**config.mk**
```make
export PLATFORM = sky130hd
export DESIGN_NAME = seq_addsub
export DESIGN_NICKNAME = d
export VERILOG_FILES = /design/src/rtl/seq_addsub_pkg.sv /design/src/rtl/seq_addsub_rca_chunk.sv /design/src/rtl/seq_addsub.sv
export SDC_FILE = /design/constraint.sdc
export NUM_CORES = 1
export LEC_CHECK = 0
export BUFFER_PORTS_ARGS = -buffer_cell sky130_fd_sc_hd__buf_2
export CAP_MARGIN = 20
export CORE_MARGIN = 10
export CORE_UTILIZATION = 61
export CTS_BUF_LIST = sky130_fd_sc_hd__clkbuf_8
export CTS_CLUSTER_DIAMETER = 40
export DETAILED_ROUTE_END_ITERATION = 12
export PLACE_DENSITY = 0.88
export SYNTH_ARGS = -nofsm -noshare
export SYNTH_HDL_FRONTEND = slang
export SYNTH_SLANG_ARGS = --single-unit
```
**constraint.sdc**
```tcl
create_clock -name clk -period 11.5 [get_ports clk]
set_input_delay 0.575 -clock clk [delete_from_list [all_inputs] [get_ports clk]]
set_output_delay 0.575 -clock clk [all_outputs]
set_load 0.03 [all_outputs]
```
**src/rtl/seq_addsub_pkg.sv**
```systemverilog
// Shared definitions for the sequential chunked adder/subtractor.
package seq_addsub_pkg;

  typedef enum logic [1:0] {
    IDLE = 2'd0,
    RUN  = 2'd1,
    DONE = 2'd2
  } state_t;

  localparam logic MODE_ADD = 1'b0;
  localparam logic MODE_SUB = 1'b1;

endpackage

```
**src/rtl/seq_addsub_rca_chunk.sv**
```systemverilog
// Purely combinational W-bit ripple-carry slice shared by every chunk step.
module rca_chunk #(
  parameter int W = 8
) (
  input  logic [W-1:0] a,
  input  logic [W-1:0] b,
  input  logic         cin,
  output logic [W-1:0] sum,
  output logic         cout
);

  logic [W:0] c;

  assign c[0] = cin;

  for (genvar i = 0; i < W; i++) begin : g_bit
    assign sum[i]  = a[i] ^ b[i] ^ c[i];
    assign c[i+1]  = (a[i] & b[i]) | (c[i] & (a[i] ^ b[i]));
  end

  assign cout = c[W];

endmodule

```
**src/rtl/seq_addsub.sv**
```systemverilog
// Multi-cycle add/subtract, CHUNK bits per clock LSB first through one rca_chunk.
// Build option SEQ_ADDSUB_FLAGS_EN adds zero/neg result flags.
module seq_addsub
  import seq_addsub_pkg::*;
#(
  parameter int WIDTH = 32,
  parameter int CHUNK = 8
) (
  input  logic             clk,
  input  logic             rst,
  input  logic             start,
  input  logic             mode,
  input  logic [WIDTH-1:0] a,
  input  logic [WIDTH-1:0] b,
  input  logic             cin,
  output logic             busy,
  output logic             done,
  output logic [WIDTH-1:0] sum,
  output logic             cout,
  output logic             ovf
`ifdef SEQ_ADDSUB_FLAGS_EN
  ,
  output logic             zero,
  output logic             neg
`endif
);

  localparam int NCHUNK = WIDTH / CHUNK;
  localparam int CW     = (NCHUNK > 1) ? $clog2(NCHUNK) : 1;

  state_t           state;
  logic [CW-1:0]    count;
  logic             carry;
  logic [WIDTH-1:0] ra, rb;

  logic [CHUNK-1:0] ca, cb, cs;
  logic             co;
  logic [WIDTH-1:0] sum_nxt;
  logic             last;

  // Select the active chunk of the latched operands and splice its result into sum.
  always_comb begin
    ca      = '0;
    cb      = '0;
    sum_nxt = sum;
    for (int i = 0; i < NCHUNK; i++) begin
      if (count == CW'(i)) begin
        ca = ra[i*CHUNK +: CHUNK];
        cb = rb[i*CHUNK +: CHUNK];
        sum_nxt[i*CHUNK +: CHUNK] = cs;
      end
    end
  end

  assign last = (count == CW'(NCHUNK - 1));

  rca_chunk #(.W(CHUNK)) u_rca (
    .a   (ca),
    .b   (cb),
    .cin (carry),
    .sum (cs),
    .cout(co)
  );

  always_ff @(posedge clk or posedge rst) begin
    if (rst) begin
      state <= IDLE;
      count <= '0;
      carry <= 1'b0;
      ra    <= '0;
      rb    <= '0;
      busy  <= 1'b0;
      done  <= 1'b0;
      sum   <= '0;
      cout  <= 1'b0;
      ovf   <= 1'b0;
`ifdef SEQ_ADDSUB_FLAGS_EN
      zero  <= 1'b0;
      neg   <= 1'b0;
`endif
    end else begin
      case (state)
        IDLE, DONE: begin
          done <= 1'b0;
          if (start) begin
            ra    <= a;
            rb    <= (mode == MODE_SUB) ? ~b : b;
            // Subtract folds the inverted borrow into the carry-in.
            carry <= cin ^ mode;
            count <= '0;
            busy  <= 1'b1;
            state <= RUN;
          end else begin
            state <= IDLE;
          end
        end
        RUN: begin
          sum   <= sum_nxt;
          carry <= co;
          if (last) begin
            cout  <= co;
            ovf   <= (ra[WIDTH-1] == rb[WIDTH-1]) && (cs[CHUNK-1] != ra[WIDTH-1]);
`ifdef SEQ_ADDSUB_FLAGS_EN
            zero  <= (sum_nxt == '0);
            neg   <= sum_nxt[WIDTH-1];
`endif
            busy  <= 1'b0;
            done  <= 1'b1;
            state <= DONE;
          end else begin
            count <= count + CW'(1);
          end
        end
        default: begin
          busy  <= 1'b0;
          done  <= 1'b0;
          state <= IDLE;
        end
      endcase
    end
  end

endmodule

```
Word level (Yosys, flattened, before mapping)
Cells that the tools add are included.
{"block": "totals", "elab_cells": 101, "in_bits": 69, "regBits": 105, "out_inout_bits": 36}
{"block": "classes", "n_addsub": 1, "eq_ne": 10, "muxes": 22, "n_bitwise": 42, "n_reduce_logical": 13}
{"op": "$mux 8", "count": 8}
{"op": "$mux 32", "count": 1}
{"op": "$not 32->32", "count": 1}
{"op": "$xor 1x1->1", "count": 17}
{"op": "$and 1x1->1", "count": 16}
{"op": "$reduce_and 2->1", "count": 7}
{"op": "$or 1x1->1", "count": 8}
{"op": "$pmux 2 s2", "count": 2}
{"op": "$eq 2x2->1 const B", "count": 3}
{"op": "$mux 1", "count": 6}
{"op": "$mux 2", "count": 3}
{"op": "$ne 2x2->1 const B", "count": 3}
{"op": "$eq 2x1->1 const B", "count": 2}
{"op": "$logic_not 2->1", "count": 2}
{"op": "$pmux 1 s2", "count": 2}
{"op": "$reduce_and 3->1", "count": 1}
{"op": "$add 2x1->2 const B", "count": 1}
{"op": "$reduce_bool 2->1", "count": 1}
{"op": "$reduce_or 2->1", "count": 1}
{"op": "$eq 1x1->1", "count": 1}
{"op": "$logic_and 1x1->1", "count": 1}
{"op": "$ne 1x1->1", "count": 1}

Logic depth before layout (Yosys ltp)
Gate-level depths: netlist of run 1.
{"block": "depth", "depth_word": 23, "ltp_mapped": 21, "ltp_nobuf": 19}

By module
Synthesis of run 1 repeated with hierarchy kept, for this count alone.
{"block": "unflattened", "hier_cells": 412, "hier_area_um2": 4973.5}
{"mod": "seq_addsub", "instances": 1, "area_per_inst_um2": 4775.8, "cells_per_inst": 394, "seq_area_each_um2": 2627.5}
{"mod": "rca_chunk", "instances": 1, "area_per_inst_um2": 197.7, "cells_per_inst": 18, "seq_area_each_um2": 0.0}

Least setup slack after synthesis of run 1
No wires, ideal clock.
{"block": "synth_path", "path_kind": "reg2reg", "from": "reg count[1]", "to": "reg ovf", "stages_incl_launch_ff": 22, "setup_ps": 84, "t_arrival_ps": 4443, "path_buffers": 2, "slack_ps": 6973, "t_required_ps": 11416, "period_less_slack_ps": 4527, "path_cell_list": "dfrtp_1 inv_1 ha_1 buf_2 clkbuf_1 a21oi_1 o21ai_0 a22oi_1 fa_1 inv_1 fa_1 fa_1 inv_1 fa_1 fa_1 fa_1 fa_1 inv_1 fa_1 and3b_1 a21oi_1 o21ai_0"}
{"block": "synth_between", "elab_chain_len": 23, "elab_cells_between_ends": 45, "classes_between": "eq/ne (4); mux (8); bitwise (30); reduce/logical (3)"}
{"element": "from (decl)", "line": "seq_addsub.sv:32", "text": "logic [CW-1:0] count;"}
{"element": "from (signal assigned)", "line": "seq_addsub.sv:111", "text": "count <= count + CW'(1);"}
{"element": "$logic_not 2->1", "line": "seq_addsub.sv:47", "text": "if (count == CW'(i)) begin"}
{"element": "$mux 8 (4 in a row)", "line": "seq_addsub.sv:47"}
{"element": "$xor 1x1->1", "line": "seq_addsub_rca_chunk.sv:18", "text": "assign c[i+1] = (a[i] & b[i]) | (c[i] & (a[i] ^ b[i]));"}
{"element": "$and 1x1->1", "line": "seq_addsub_rca_chunk.sv:18"}
{"element": "$or 1x1->1", "line": "seq_addsub_rca_chunk.sv:18"}
{"element": "$and 1x1->1", "line": "seq_addsub_rca_chunk.sv:18"}
{"element": "$or 1x1->1", "line": "seq_addsub_rca_chunk.sv:18"}
{"element": "$and 1x1->1", "line": "seq_addsub_rca_chunk.sv:18"}
{"element": "(+5 left out)"}
{"element": "$and 1x1->1", "line": "seq_addsub_rca_chunk.sv:18"}
{"element": "$or 1x1->1", "line": "seq_addsub_rca_chunk.sv:18"}
{"element": "$and 1x1->1", "line": "seq_addsub_rca_chunk.sv:18"}
{"element": "$or 1x1->1", "line": "seq_addsub_rca_chunk.sv:18"}
{"element": "$xor 1x1->1 (*)", "line": "seq_addsub_rca_chunk.sv:17", "text": "assign sum[i] = a[i] ^ b[i] ^ c[i];"}
{"element": "named net cs[7]", "line": "seq_addsub.sv:36", "text": "logic [CHUNK-1:0] ca, cb, cs;"}
{"element": "$ne 1x1->1 (*)", "line": "seq_addsub.sv:102", "text": "ovf <= (ra[WIDTH-1] == rb[WIDTH-1]) && (cs[CHUNK-1] != ra[WIDTH-1]);"}
{"element": "$logic_and 1x1->1 (*)", "line": "seq_addsub.sv:102"}
{"element": "to (signal assigned)", "line": "seq_addsub.sv:102"}
{"element": "to (decl)", "line": "seq_addsub.sv:20", "text": "output logic ovf"}
Mark *: on every way through the listed nets, which the timed path passes. The rest lies on a longest branch.
A chain may end at the register's enable or synchronous reset.

Worst setup path after layout of run 1
{"block": "layout_path", "from": "reg count[0]", "to": "reg ovf"}
The elaborated chain is that of the path after synthesis.

==> flow_summary.json, run 1 <==
{
  "status": "finished, final reports clean",
  "drtAntennaViolNets": 0,
  "netlist_area_um2": 5030,
  "seq_area_frac_synth_pct": 51.7,
  "wire_per_inst_um": 18.6,
  "finalSetupViolCount": 0,
  "hold_violations": 0,
  "total_power_w": 0.00194,
  "rows": 33,
  "syn2layout_area_growth_pct": 13.8,
  "die-area_um2": 12300,
  "worstSetupEndpointType": "flip-flop",
  "reg2reg_from": "count[0]",
  "p_per_area_nw_per_um2": 339,
  "post-synth-top-area-fraction_pct": 51.7,
  "path_depth": 18,
  "slew_violations": 0,
  "layout.nets": 609,
  "ir_worst_vdd_mv": 0.134,
  "yosys.area.top_type": "dfrtp_1",
  "antenna_found_initial": 0,
  "core-area_um2": 8130,
  "crit_path_start": "count[0]",
  "netlist-cell-type-count": 32,
  "overflow": 0,
  "worst_path_largest_cell_delay_ps": 550,
  "pwr-share-comb_pct": 53.2,
  "grt.total_usage_pct": 19.0,
  "r2r_slack_ps": 6090,
  "crit_chain": "ha_1, nor2b_1, a221o_1, a22oi_2, fa_1, inv_1, fa_1, fa_1, inv_1, fa_1, fa_1, fa_1, fa_1, inv_1, fa_1, and3b_1, a21oi_1, o21ai_0",
  "slowest_stage": "nor2b_1",
  "grt_start_max_net_pins": 69,
  "critical_path_class": "flip-flop to flip-flop",
  "pwr-share-clk_pct": 12.0,
  "clk_latency_ps": 370,
  "reg2regPathDepth": 18,
  "grt_pass1_vias": 3848,
  "async_flop_share_pct": 100,
  "cp.required_ps": 11770,
  "worstPathMaxFanout": 26,
  "post_cts_resized": 0,
  "crit_family": "adder cells",
  "wirelength_um": 11800,
  "drtIter0Drc": 226,
  "place_hpwl_um": 8860,
  "period_minus_slack_ps": 5410,
  "finalSetupTns_ps": 0,
  "clk_pin_slew_ps": 110,
  "io_pins": 105,
  "grt_pass1_wl_um": 19300,
  "drive_above_1_share_pct": 32.6,
  "die_x_um": 111,
  "port_buffers": 104,
  "cp-endpoint": "ovf",
  "htreeDepth": 3,
  "initial_utilization_pct": 61.8,
  "cellInternalPower_w": 0.00108,
  "sw_frac_of_total_pct": 44.4,
  "synth_enable_flop_cells": 0,
  "r2r-end": "ovf",
  "synth.top_cells.by_area": "dfrtp_1 52%, mux2_4 9.3%, o21ai_0 5.8%",
  "relSlewSlack_pct": 29.3,
  "clock-sinks": 104,
  "synth_flop_cell": "dfrtp_1",
  "hold_path.class": "primary input to async pin",
  "firstDrtPassIters": 4,
  "antennaDiodeCount": 0,
  "critPathLaunchType": "flip-flop",
  "vias": 3557,
  "finalCritPeriodShare_pct": 47.0,
  "total_leakage_power_nw": 2.82,
  "fin_skew_ps": 19.3,
  "cts_hold_buffers": 0,
  "die_h_um": 111,
  "cts_root_buffer": "clkbuf_8",
  "crit_buf_inv": 3,
  "drt-vias-per-instance": 5.58,
  "cts_tree": "yes",
  "switchingPower_w": 0.000860,
  "syn_area_per_cell_um2": 11.4,
  "share_seq_of_total_power_pct": 34.8,
  "crit_top_cell": "fa_1",
  "maxCapViolCount": 0,
  "worst_slew_pin_slew_ps": 1060,
  "synth_seq_cells": 104,
  "post-cts-setup-buffers": 0,
  "rsz0062_at_grt": "no",
  "postSynthCellCount": 442,
  "cts_buffer_depth": 2,
  "place.gp.congestion": 0.877,
  "crit_arrival_ps": 5680,
  "max_freq_ghz": 0.185,
  "synth_nets": 523,
  "yosys_warnings": 0,
  "numCtsBuffers": 9,
  "drcViolationCount": 0
}
state kept, by name, summed over array words and instances (netlist names), 2 cells and up:
name and flops:
ra 32, count 2, sum 32, rb 32
metal layers:
| layer | wire [um] | vias to the layer above | track usage, % |
|---|---|---|---|
| met5 | 0 | - | 0 |
| met4 | 266 | 0 | 7.12 |
| met3 | 790 | 25 | 4.65 |
| met2 | 5770 | 143 | 30.9 |
| met1 | 5020 | 1730 | 24.0 |
| li1 | - | 1659 | - |
cells by family after synthesis:
group	after synthesis	synth area share [%]
adder cells (fa/ha/maj)	12	4.18
AND/OR/NAND/NOR	81	7.04
XOR/XNOR	33	5.75
flip-flops	104	51.7
multiplexers	45	12.4
AO/OA/AOI/OAI	112	13.2
buffers and inverters	55	5.75
power by group through the flow:
stage,Combinational (W),Clock (W),Sequential (W)
6_report,0.00103,0.000233,0.000674
5_1_grt,0.00112,0.000250,0.000694
4_1_cts,0.00102,0.000236,0.000671
3_5_place_dp,0.00101,0,0.000676
3_3_place_gp,0.000959,0,0.000668
2_1_floorplan,0.000657,0,0.000748
worst register-to-register path, cell delays in order, from the launching register on:
cell	delay, ps
dfrtp_1	460
ha_1	520
nor2b_1	560
a221o_1	250
a22oi_2	60
fa_1	370
inv_1	80
fa_1	190
fa_1	180
inv_1	50
fa_1	380
fa_1	420
fa_1	430
fa_1	390
inv_1	80
fa_1	480
and3b_1	240
a21oi_1	40
o21ai_0	150
synth_stat cells (all sizes together) (4+ instances only):
cell / count
a21oi: 27
a221o: 5
a22oi: 10
buf: 20
clkbuf: 12
dfrtp: 104
fa: 8
ha: 4
inv: 23
mux2: 45
nand2: 60
nand3b: 4
nor2: 7
nor2b: 4
o21ai: 58
xnor2: 27
xor2: 6
how the worst min path moves through the flow:
stage	from	end	cells past startpoint
floorplan	rb[10]	rb[10]	2
CTS	rst	sum[20]	2
detailed placement	sum[0]	sum[0]	2
finish	rst	sum[20]	2
global route	rst	ra[9]	2
global placement	sum[28]	sum[28]	2
layout make-up:
class	count	area (um2)
flip-flops and latches	104	2600
clock inverters	7	76.3
inverters	23	88.8
multi-input cells	283	2140
clock buffers	9	124
well taps	105	131
repair buffers	107	563
fillers	593	2410
placed cells by master (no fill, tap or decap), types with 6 or more instances in the layout:
master | synthesis | routed
o21ai_0 | 58 | 58
mux2_2 | 14 | 14
xor2_1 | 6 | 6
a21oi_1 | 27 | 27
xnor2_1 | 27 | 27
dfrtp_1 | 104 | 104
nand2_1 | 60 | 60
buf_2 | 9 | 104
fa_1 | 8 | 8
inv_1 | 23 | 22
mux2_4 | 31 | 31
a22oi_1 | 7 | 7
clkbuf_8 | 0 | 9
nor2_1 | 7 | 7
stage by stage:
stage,cells,instance area (um2),hold slack (ps),util (%),setup WS (ps)
after CTS,637,5700,303,70.0,6110
after detailed placement,621,5500,467,67.6,6210
after floorplan,442,5030,450,-,6970
after global routing,638,5720,336,70.4,5870
after global placement,621,5500,457,67.6,6480
final,638,5720,277,70.4,6090
Power figures use the tool's default switching activity.
==> run 2, diff against run 1 <==
CORE_UTILIZATION = 57   (was 61)
PLACE_DENSITY = 0.83   (was 0.88)
clock period = 5.4 ns   (was 11.5 ns; I/O delays follow)
==> run 2 against run 1 <==
Clock skew shrank 5.9 ps. Sequential power increased by 110%. Cell area barely moved. Hold slack worse by 150 ps. Count of clock-buffer cells in the layout unchanged. Global-route usage down 1.9 points. Clock power up 99%. Routed wire length fell by 5.9%. Register-to-register slack worse by 5700 ps. Flip-flop and latch count did not move. Non-clock buffer count is 4 higher.
==> flow_summary.json, run 2 (synthesis results as in run 1) <==
{
  "grt_start_max_net_pins": 66,
  "rsz0062_at_grt": "no",
  "worstSetupEndpointType": "flip-flop",
  "utilization_pct": 66.3,
  "relSlewSlack_pct": 42.6,
  "worstPathMaxFanout": 10,
  "die_x_um": 114,
  "place_hpwl_um": 8590,
  "total_leakage_power_nw": 2.83,
  "sw_frac_of_total_pct": 43.8,
  "highest_layer": "met4",
  "firstDrtPassIters": 4,
  "slew_violations": 0,
  "antennaDiodeCount": 0,
  "fin_skew_ps": 13.4,
  "pwr-share-comb_pct": 53.5,
  "drt-vias-per-instance": 5.43,
  "antenna_found_initial": 0,
  "cellInternalPower_w": 0.00229,
  "numCtsBuffers": 9,
  "initial_utilization_pct": 58.2,
  "critPathLaunchType": "flip-flop",
  "drtIter0Drc": 236,
  "grt_pass1_wl_um": 18100,
  "status": "finished, final reports clean",
  "syn2layout_area_growth_pct": 13.9,
  "grt.total_usage_pct": 17.1,
  "fin_ws_ps": 381,
  "crit_arrival_ps": 5290,
  "cts_buffer_depth": 2,
  "critical_path_class": "flip-flop to flip-flop",
  "dpl_worst_slack_ps": 483,
  "drive_above_1_share_pct": 32.6,
  "port_buffers": 104,
  "worst_slew_pin_slew_ps": 861,
  "share_seq_of_total_power_pct": 35.1,
  "maxCapViolCount": 0,
  "wl_met1_um": 5020,
  "place.gp.congestion": 0.849,
  "wirelength_um": 11200,
  "clock-sinks": 104,
  "largest_registers": "ra x32, rb x32, sum x32",
  "post_cts_resized": 0,
  "dp_cells": 628,
  "drtAntennaViolNets": 0,
  "wire_per_inst_um": 17.3,
  "io_pins": 105,
  "cp.required_ps": 5670,
  "wl_met2_um": 5100,
  "ir_worst_vdd_mv": 0.398,
  "pwr-share-clk_pct": 11.4,
  "core-area_um2": 8640,
  "switchingPower_w": 0.00178,
  "die-area_um2": 13000,
  "die_h_um": 114,
  "vias": 3498,
  "final_cell_mix": "104 x dfrtp_1, 104 x buf_2, 60 x nand2_1",
  "dpl-instance-area_um2": 5530,
  "overflow": 0,
  "wl_met3_um": 885,
  "cts_root_buffer": "clkbuf_8",
  "fin_area_um2": 5730,
  "finalSetupTns_ps": 0,
  "stdcell_count": 644,
  "layout.nets": 613,
  "p_per_area_nw_per_um2": 711,
  "drcViolationCount": 0,
  "cts_tree": "yes",
  "finalSetupViolCount": 0,
  "max_freq_ghz": 0.199,
  "post-cts-setup-buffers": 0,
  "r2r_slack_ps": 380,
  "finalCritPeriodShare_pct": 93.0,
  "hold_violations": 0,
  "fillerInstances": 687,
  "period_minus_slack_ps": 5020,
  "clk_latency_ps": 360,
  "hold_path.class": "primary input to flip-flop",
  "htreeDepth": 3,
  "grt_pass1_vias": 3595,
  "rows": 34,
  "clk_pin_slew_ps": 100
}
==> run 2: cell types whose count changed in the layout (fill, tap and decap cells not counted), sizes merged <==
cell	delta
dlygate4sd3	+1
inv	-2
clkinvlp	+1
buf	+3
==> run 2: area by class of cell <==
cell class / count / area (um2) / share of cell area, %
clock buffer: 9 / 124 / 2.16
multi-input combinational: 283 / 2140 / 37.3
timing repair buffer: 111 / 576 / 10.1
clock inverter: 6 / 62.6 / 1.09
inverter: 23 / 88.8 / 1.55
sequential: 104 / 2600 / 45.4
tap: 108 / 135 / 2.36
==> run 2: worst max-delay path, cell delays in order (launching register included) <==
cell and delay [ps]:
dfrtp_1 430, inv_1 110, ha_1 380, nor2b_1 190, buf_4 160, a221o_1 160, a22oi_2 60, fa_1 400
inv_1 80, fa_1 180, fa_1 180, inv_1 50, fa_1 370, fa_1 400, fa_1 400, fa_1 370
inv_1 80, fa_1 500, and3b_1 250, a21oi_1 40, o21ai_0 140
==> run 2: metrics by stage <==
| step | power [W] | hold slack [ps] |
|---|---|---|
| after global routing | 0.00437 | 127 |
| after CTS | 0.00407 | 123 |
| after detailed placement | 0.00361 | 370 |
| final | 0.00407 | 130 |
| after floorplan | 0.00299 | 419 |
| after global placement | 0.00349 | 350 |
==> run 2: final timing paths <==
kind / from / endpoint / depth (start not counted)
min in group asynchronous: rst / ra[12] / 3
setup / recovery: count[0] / ovf / 20
setup reg to reg: count[0] / ovf / 20
max in group asynchronous: rst / rb[17] / 4
hold reg to reg: sum[12] / sum[12] / 2
hold / removal: a[5] / ra[5] / 2
==> run 2: power by group through the flow <==
stage | clock [W] | sequential (W) | combinational, W
4_1_cts | 0.000473 | 0.00142 | 0.00217
5_1_grt | 0.000504 | 0.00147 | 0.00239
3_5_place_dp | 0 | 0.00144 | 0.00217
3_3_place_gp | 0 | 0.00143 | 0.00207
6_report | 0.000464 | 0.00143 | 0.00218
2_1_floorplan | 0 | 0.00159 | 0.00140
==> run 2: what timing repair did <==
action	4_1_cts	5_1_grt
hold buffers	1	0
hold endpoints to repair	45	0
endpoints found under the setup margin	0	0
==> run 2: metal layers <==
layer | GRT usage [%] | vias up
li1 | - | 1670
met1 | 22.9 | 1707
met2 | 25.5 | 109
met3 | 5.77 | 12
met4 | 5.76 | 0
met5 | 0 | -
